**config.mk**
```make
export PLATFORM = sky130hd
export DESIGN_NAME = uart_tx_fifo
export DESIGN_NICKNAME = d
export VERILOG_FILES = /design/src/rtl/uart_tx_fifo.sv
export SDC_FILE = /design/constraint.sdc
export NUM_CORES = 1
export LEC_CHECK = 0
export CAP_MARGIN = 20
export CORE_MARGIN = 3
export CORE_UTILIZATION = 27
export DETAILED_ROUTE_END_ITERATION = 10
export DONT_BUFFER_PORTS = 1
export PLACE_DENSITY_LB_ADDON = 0.3
export RECOVER_POWER = 50
export SYNTH_ARGS = -nofsm -noshare
export SYNTH_HDL_FRONTEND = slang
export SYNTH_SLANG_ARGS = --single-unit
```
**constraint.sdc**
```tcl
create_clock -name clk -period 3.4 [get_ports clk]
set_input_delay 0.51 -clock clk [delete_from_list [all_inputs] [get_ports clk]]
set_output_delay 0.51 -clock clk [all_outputs]
set_load 0.05 [all_outputs]
```
**src/rtl/uart_tx_fifo.sv**
```systemverilog
// 8N1 UART transmitter fed by a small byte FIFO; a free-running divider
// produces the 16x oversample tick that paces every bit.
module uart_tx_fifo #(
  parameter int unsigned DBIT    = 8,
  parameter int unsigned SB_TICK = 16,
  parameter int unsigned CLK_DIV = 651,
  parameter int unsigned FIFO_AW = 2
) (
  input  logic       clk,
  input  logic       rst_n,
  input  logic       wr_uart,
  input  logic [7:0] w_data,
  output logic       tx_full,
  output logic       tx_busy,
  output logic       tx
);

  localparam int unsigned CW    = $clog2(CLK_DIV);
  localparam int unsigned DEPTH = 2 ** FIFO_AW;
  localparam int unsigned TW    = (SB_TICK > 16) ? $clog2(SB_TICK) : 4;
  localparam int unsigned BW    = (DBIT > 1) ? $clog2(DBIT) : 1;

  typedef enum logic [1:0] {IDLE, START, DATA, STOP} state_t;

  logic [CW-1:0]      div_q;
  logic               s_tick;
  logic [7:0]         mem [DEPTH];
  logic [FIFO_AW-1:0] wptr_q, rptr_q;
  logic               full_q, empty_q;
  logic               push, pop;
  state_t             state_q, state_n;
  logic [TW-1:0]      tick_q, tick_n;
  logic [BW-1:0]      bit_q, bit_n;
  logic [DBIT-1:0]    shift_q, shift_n;
  logic               tx_q, tx_n;
  logic               busy_q;

  // Oversample tick: not realigned to frame start, so start bits may be up to one tick short.
  assign s_tick = (div_q == CW'(CLK_DIV - 1));

  always_ff @(posedge clk) begin
    if (!rst_n)      div_q <= '0;
    else if (s_tick) div_q <= '0;
    else             div_q <= div_q + CW'(1);
  end

  // A write while full is dropped even when a pop frees a slot in the same cycle.
  assign push = wr_uart && !full_q;

  always_ff @(posedge clk) begin
    if (rst_n && push) mem[wptr_q] <= w_data;
  end

  always_ff @(posedge clk) begin
    if (!rst_n) begin
      wptr_q  <= '0;
      rptr_q  <= '0;
      full_q  <= 1'b0;
      empty_q <= 1'b1;
    end else begin
      if (push) wptr_q <= wptr_q + FIFO_AW'(1);
      if (pop)  rptr_q <= rptr_q + FIFO_AW'(1);
      case ({push, pop})
        2'b10: begin
          empty_q <= 1'b0;
          full_q  <= ((wptr_q + FIFO_AW'(1)) == rptr_q);
        end
        2'b01: begin
          full_q  <= 1'b0;
          empty_q <= ((rptr_q + FIFO_AW'(1)) == wptr_q);
        end
        default: ;
      endcase
    end
  end

  always_ff @(posedge clk) begin
    if (!rst_n) begin
      state_q <= IDLE;
      tick_q  <= '0;
      bit_q   <= '0;
      shift_q <= '0;
      tx_q    <= 1'b1;
      busy_q  <= 1'b0;
    end else begin
      state_q <= state_n;
      tick_q  <= tick_n;
      bit_q   <= bit_n;
      shift_q <= shift_n;
      tx_q    <= tx_n;
      busy_q  <= (state_n != IDLE);
    end
  end

  always_comb begin
    state_n = state_q;
    tick_n  = tick_q;
    bit_n   = bit_q;
    shift_n = shift_q;
    pop     = 1'b0;
    case (state_q)
      IDLE: begin
        if (!empty_q) begin
          pop     = 1'b1;
          shift_n = DBIT'(mem[rptr_q]);
          tick_n  = '0;
          state_n = START;
        end
      end
      START: begin
        if (s_tick) begin
          if (tick_q == TW'(15)) begin
            tick_n  = '0;
            bit_n   = '0;
            state_n = DATA;
          end else begin
            tick_n = tick_q + TW'(1);
          end
        end
      end
      DATA: begin
        if (s_tick) begin
          if (tick_q == TW'(15)) begin
            tick_n  = '0;
            shift_n = shift_q >> 1;
            bit_n   = bit_q + BW'(1);
            if (bit_q == BW'(DBIT - 1)) state_n = STOP;
          end else begin
            tick_n = tick_q + TW'(1);
          end
        end
      end
      STOP: begin
        if (s_tick) begin
          if (tick_q == TW'(SB_TICK - 1)) begin
            tick_n  = '0;
            state_n = IDLE;
          end else begin
            tick_n = tick_q + TW'(1);
          end
        end
      end
      default: state_n = IDLE;
    endcase

    // Line level follows the state being entered so tx changes together with the state register.
    case (state_n)
      START:   tx_n = 1'b0;
      DATA:    tx_n = shift_n[0];
      default: tx_n = 1'b1;
    endcase
  end

  assign tx      = tx_q;
  assign tx_busy = busy_q;
  assign tx_full = full_q;

endmodule

```
==> key figures, run 1 <==
STA
  • Minimum clock period: 2.45 ns
  • Final Slew Violations: 0
  • Final Cycle Share: 71.9%
  • Hold Fails Final Rpt: 0
  • Finish-stage setup viols: 0
  • Clock skew: 0.00658 ns
  • RSZ-0062 raised after global routing: false
  • Relative max-transition margin: 20.9%
  • Final WS setup: 0.954 ns
  • Worst Tran Pin Value: 1.17 ns
  • Post-route setup TNS: 0 ns
  • Achievable frequency: 0.409 GHz

Final layout
  • Area Overhead vs Synth: 9.02%
  • # diodes: 0
  • Nets@finish: 268
  • Layout cells sized above 1: 10.7%

Run status
  • Status: complete, no violations

Critical path
  • CP bufs+invs: 0
  • CP peak stage delay: 1.01 ns
  • Critical Path, Cell by Cell: nor4b_1, nand4_1, o21ai_0, o211a_1
  • CP startpoint kind: register
  • Max Fanout on Critical Path: 6
  • Reg2Reg Launch Point: div_q[4]
  • Family with the most delay on the worst path: simple AND/OR/NAND/NOR gates
  • Worst Setup End Kind: register
  • CP startpoint: div_q[4]
  • Setup CP Type: register to register
  • Required @ worst endpoint: 3.69 ns
  • CP arrival: 2.73 ns
  • CP max stage cell: nor4b_1

Synthesis
  • Cell variety after synth: 42
  • Mapped Area: 0.00300 mm2
  • Syn Inst Count: 248
  • Post-synth EDFFs: 32
  • Post-synthesis sequential area ratio: 56.8%
  • Yosys warnings: 0
  • Ys flop type: dfxtp_1
  • FF+latch count, synth: 69
  • Syn Nets: 269
  • Synthesized area per cell: 12.1 um2
  • Synth async-reset ratio: 0%

Pwr
  • VDD IR max: 0.308 mV
  • Pwr Density: 579 mW/mm2
  • Leakage: 0.00113 uW
  • Power Total: 1890 uW

GRT
  • Gr usage total: 9.28%
  • Largest net degree at the start of global routing: 22
  • Global route overflow: 0
  • Vias in the first global route: 1856
  • Global-route wire length before repair: 9.16 mm
  • Initial antenna violation count: 0

Drt
  • DRT Pass-1 Iters: 4
  • Antenna Violating Nets Remaining: 0
  • DRC viols: 0
  • Via-per-instance ratio: 4.82
  • Drt wl/cell: 13.9 um
  • Routed via count: 1869
  • Number of DRC markers in iteration 0: 115
  • Total wire length: 5.41 mm

Hold path
  • Hold Crit Class: input pin to register
  • Hold path start: w_data[7]

CTS
  • CTS tree: yes
  • Htree depth: 3
  • Post-CTS Setup Repair Bufs: 0
  • Clk_lat worst skew: 0.35 ns
  • Post-cts resize count: 0
  • Inserted Clock Buffers: 9
  • CTS Hold Buffers Added: 0
  • Clk slew on worst S/H paths: 0.08 ns
  • CTS max path bufs: 2
  • Clock sink count: 69
  • Root Buffer: clkbuf_8

Floorplan
  • DIE AREA: 0.0124 mm2
  • Rows: 37
  • Number of I/O pins: 14
  • Initial Utilization: 28.4%
  • Die X-Extent: 111 um
  • Die Y: 111 um
  • Core region area: 0.0106 mm2

Run
  • MaxCap Viol Count: 0

Place
  • Pre-CTS setup slack: 1.17 ns
  • GPL Wtd Cong: 0.731
  • Post-DP HPWL: 3.61 mm
  • PortBufs: 0
per-stage QoR:
stage	instance area, um2	util [%]	hold WS [ns]	instances
final	3270	31.0	0.249	388
after global routing	3270	31.0	0.223	388
after CTS	3280	31.1	0.229	388
after detailed placement	3090	29.2	0.458	372
after global placement	3090	29.2	0.446	372
after floorplan	3000	-	0.430	248
placed cells by master (no fill, tap or decap), types with 4 or more instances in the layout:
| cell | count |
|---|---|
| mux4_2 | 8 |
| inv_1 | 10 |
| ha_1 | 10 |
| a21oi_1 | 17 |
| nor2b_1 | 4 |
| nand4_1 | 6 |
| xnor2_1 | 8 |
| edfxtp_1 | 32 |
| nor3_1 | 4 |
| o21ai_0 | 7 |
| and3_1 | 6 |
| a22oi_1 | 6 |
| clkbuf_8 | 9 |
| dfxtp_1 | 37 |
| or3_1 | 5 |
| nand3_1 | 13 |
| nor2_1 | 19 |
| a31oi_1 | 5 |
| nand2_1 | 9 |
| xor2_1 | 5 |
cell type report:
type | instances | area [um2]
clock buffer | 9 | 124
clock inverter | 7 | 72.6
fill | 1084 | 7290
inverter | 10 | 37.5
multi-input combinational | 157 | 1160
sequential | 69 | 1700
tap | 136 | 170
worst paths after layout:
check              endpoint  slack (ns)  depth (start not counted)
hold reg to reg    div_q[0]        0.47                          1
hold / removal    mem[3][7]        0.25                          0
setup reg to reg         tx        0.95                          4
setup / recovery         tx        0.95                          4
worst register-to-register path, stage by stage (launching register included):
cell,delay (ns)
dfxtp_1,0.36
nor4b_1,1.01
nand4_1,0.52
o21ai_0,0.29
o211a_1,0.20
where the power goes:
| group | leakage [uW] | internal (uW) | switching [uW] |
|---|---|---|---|
| Sequential | 0.000592 | 931 | 86.6 |
| Clock | 0.0000960 | 340 | 317 |
| Combinational | 0.000441 | 107 | 111 |
cell usage after synthesis (2+ instances only):
library cell,count,share of area [%]
nand2_1,9,1.1
nor3_1,4,0.67
a21oi_1,17,2.8
inv_1,10,1.3
o21a_1,2,0.50
a31oi_1,5,1.0
a211oi_1,2,0.50
nor4_1,2,0.42
and2_1,2,0.42
mux2i_1,2,0.67
a22oi_1,6,1.5
clkbuf_1,5,0.63
ha_1,10,4.2
clkbuf_8,2,0.92
dfxtp_1,37,25
mux4_2,8,6.0
and3_1,6,1.3
o211ai_1,2,0.50
xor2_1,5,1.5
xnor2_1,8,2.3
or3_1,5,1.0
buf_2,3,0.50
nor2_1,19,2.4
edfxtp_1,32,32
nand4_1,6,1.3
and4_1,2,0.58
o21ai_0,7,1.2
nor2b_1,4,0.83
nand3_1,13,2.2
layer usage:
| layer | part of all wire (%) | vias to the layer above | track usage, % |
|---|---|---|---|
| li1 | - | 911 | - |
| met1 | 45 | 914 | 10.9 |
| met2 | 48 | 38 | 15.0 |
| met3 | 5.3 | 6 | 4.29 |
| met4 | 1.2 | 0 | 3.16 |
| met5 | 0 | - | 0 |
registers in the layout (all words and copies together) (netlist names), named ones only:
name and count:
div_q 10, tick_q 4, tx 1, tx_busy 1, bit_q 3, state_q 2, tx_full 1, wptr_q 2
shift_q 8, rptr_q 2, empty_q 1, mem 32
logic make-up after synthesis:
logic type | count (synthesis) | share of synthesized area (%)
DFF | 69 | 56.8
and+or+nand+nor | 81 | 15.9
buffers and inverters | 22 | 3.97
xor gates and xnor gates | 13 | 3.80
muxes | 10 | 6.68
AOI/OAI and AO/OA | 43 | 8.68
adders and majority gates | 10 | 4.18
Note: power is estimated with default switching activity, not from simulation.
==> inputs of run 2 (changes only) <==
Clock period 3.4 ns to 2.3 ns, I/O delays scaled along.
==> key figures, run 2 (synthesized netlist as in run 1, its figures left out) <==
Floorplan
  • Initial Utilization: 28.4%
  • DIE AREA: 0.0124 mm2
  • Die X-Extent: 111 um
  • Rows: 37
  • Number of I/O pins: 14
  • Die Y: 111 um
  • Core region area: 0.0106 mm2

Critical path
  • Reg2Reg Launch Point: state_q[1]
  • Setup CP Type: register to register
  • Family with the most delay on the worst path: simple AND/OR/NAND/NOR gates
  • CP arrival: 2.11 ns
  • CP peak stage delay: 0.44 ns
  • Worst Setup End Kind: register
  • CP bufs+invs: 2
  • Required @ worst endpoint: 2.53 ns
  • CP startpoint kind: register
  • CP max stage cell: dfxtp_1
  • CP startpoint: state_q[1]
  • Critical Path, Cell by Cell: or3_1, inv_1, clkbuf_1, nand2_1, xnor2_1, and2_0
  • Max Fanout on Critical Path: 11

Drt
  • Total wire length: 5.62 mm
  • DRT Pass-1 Iters: 4
  • Via-per-instance ratio: 4.77
  • Antenna Violating Nets Remaining: 0
  • DRC viols: 0
  • Number of DRC markers in iteration 0: 112
  • Routed via count: 1868
  • Drt wl/cell: 14.3 um

GRT
  • Initial antenna violation count: 0
  • Gr usage total: 9.38%
  • Global-route wire length before repair: 9.27 mm
  • Global route overflow: 0
  • Vias in the first global route: 1862
  • Largest net degree at the start of global routing: 21

Place
  • PortBufs: 0
  • GPL Wtd Cong: 0.749
  • Post-DP HPWL: 3.60 mm
  • Post-placement cell area: 0.00312 mm2

Final layout
  • Post-layout instance area: 0.00332 mm2
  • Most frequent cells in the layout: 37 x dfxtp_1, 32 x edfxtp_1, 19 x nor2_1
  • Nets@finish: 272
  • Filler cells: 1077
  • Top flop regs: mem: 32 flops, div_q: 10 flops, shift_q: 8 flops
  • Max reg flops: 32
  • Most flops, register: mem
  • # diodes: 0
  • Area Overhead vs Synth: 10.9%
  • Most common cell after layout, fill and taps aside: dfxtp_1
  • Layout cells sized above 1: 11.3%

CTS
  • Root Buffer: clkbuf_8
  • Post-CTS Setup Repair Bufs: 0
  • Inserted Clock Buffers: 9
  • Clock sink count: 69
  • Post-cts resize count: 0
  • CTS tree: yes
  • Htree depth: 3
  • Clk slew on worst S/H paths: 0.09 ns
  • CTS max path bufs: 2
  • Clk_lat worst skew: 0.34 ns
  • CTS Hold Buffers Added: 0

STA
  • Clock skew: 0.0153 ns
  • Relative max-transition margin: 57.0%
  • Finish-stage setup viols: 0
  • Minimum clock period: 1.87 ns
  • RSZ-0062 raised after global routing: false
  • Worst Tran Pin Value: 0.644 ns
  • Worst hold slack: 0.0871 ns
  • Final Slew Violations: 0
  • Post-route setup TNS: 0 ns
  • Final Cycle Share: 81.4%
  • Hold Fails Final Rpt: 0
  • Achievable frequency: 0.534 GHz

Pwr
  • Pwr Density: 898 mW/mm2
  • Leakage: 0.00113 uW
  • VDD IR max: 0.537 mV

Run
  • MaxCap Viol Count: 0

Hold path
  • Hold Crit Class: input pin to register
  • Hold path start: w_data[7]

Run status
  • Status: complete, no violations
==> run 2: cell count changes in the layout (fill, tap and decap cells not counted), sizes merged <==
cell,change
bufinv,+1
clkinvlp,-1
clkbuf,+2
clkinv,-1
inv,+1
buf,+2
==> run 2: final cells by class <==
class,count,area (um2),area share (%)
sequential,69,1700,51.2
multi-input combinational,157,1160,35.0
tap,136,170,5.12
clock buffer,9,124,3.73
clock inverter,7,105,3.16
inverter,10,37.5,1.13
timing repair buffer,4,22.5,0.678
==> run 2: report_power, final <==
part / internal (uW) / switching, uW / total, uW / leakage (uW)
sequential: 1380 / 118 / 1490 / 0.000592
combinational: 164 / 175 / 339 / 0.000422
clock: 628 / 523 / 1150 / 0.000112
total: 2170 / 816 / 2980 / 0.00113
==> run 2: final timing paths <==
kind	slack, ns	depth (start not counted)	to
worst max-delay path	0.43	6	register
worst min-delay path	0.09	0	mem[2][7]
worst max register to register	0.43	6	register
worst min register to register	0.46	1	div_q[0]
==> run 2: through the flow <==
stage / setup WS (ns) / utilization, % / instances / total power, uW
final: 0.427 / 31.5 / 392 / 2980
after floorplan: 0.555 / - / 248 / 1800
after global routing: 0.288 / 31.5 / 392 / 3130
after detailed placement: 0.567 / 29.5 / 376 / 1880
after global placement: 0.590 / 29.5 / 376 / 1870
after CTS: 0.560 / 31.7 / 392 / 3030
==> run 2: routing by layer <==
layer | vias to the layer above | wire length, um | track usage [%]
li1 | 924 | - | -
met3 | 5 | 259 | 3.48
met5 | - | 0 | 0
met2 | 43 | 2670 | 15.5
met4 | 0 | 49 | 3.24
met1 | 896 | 2640 | 11.3
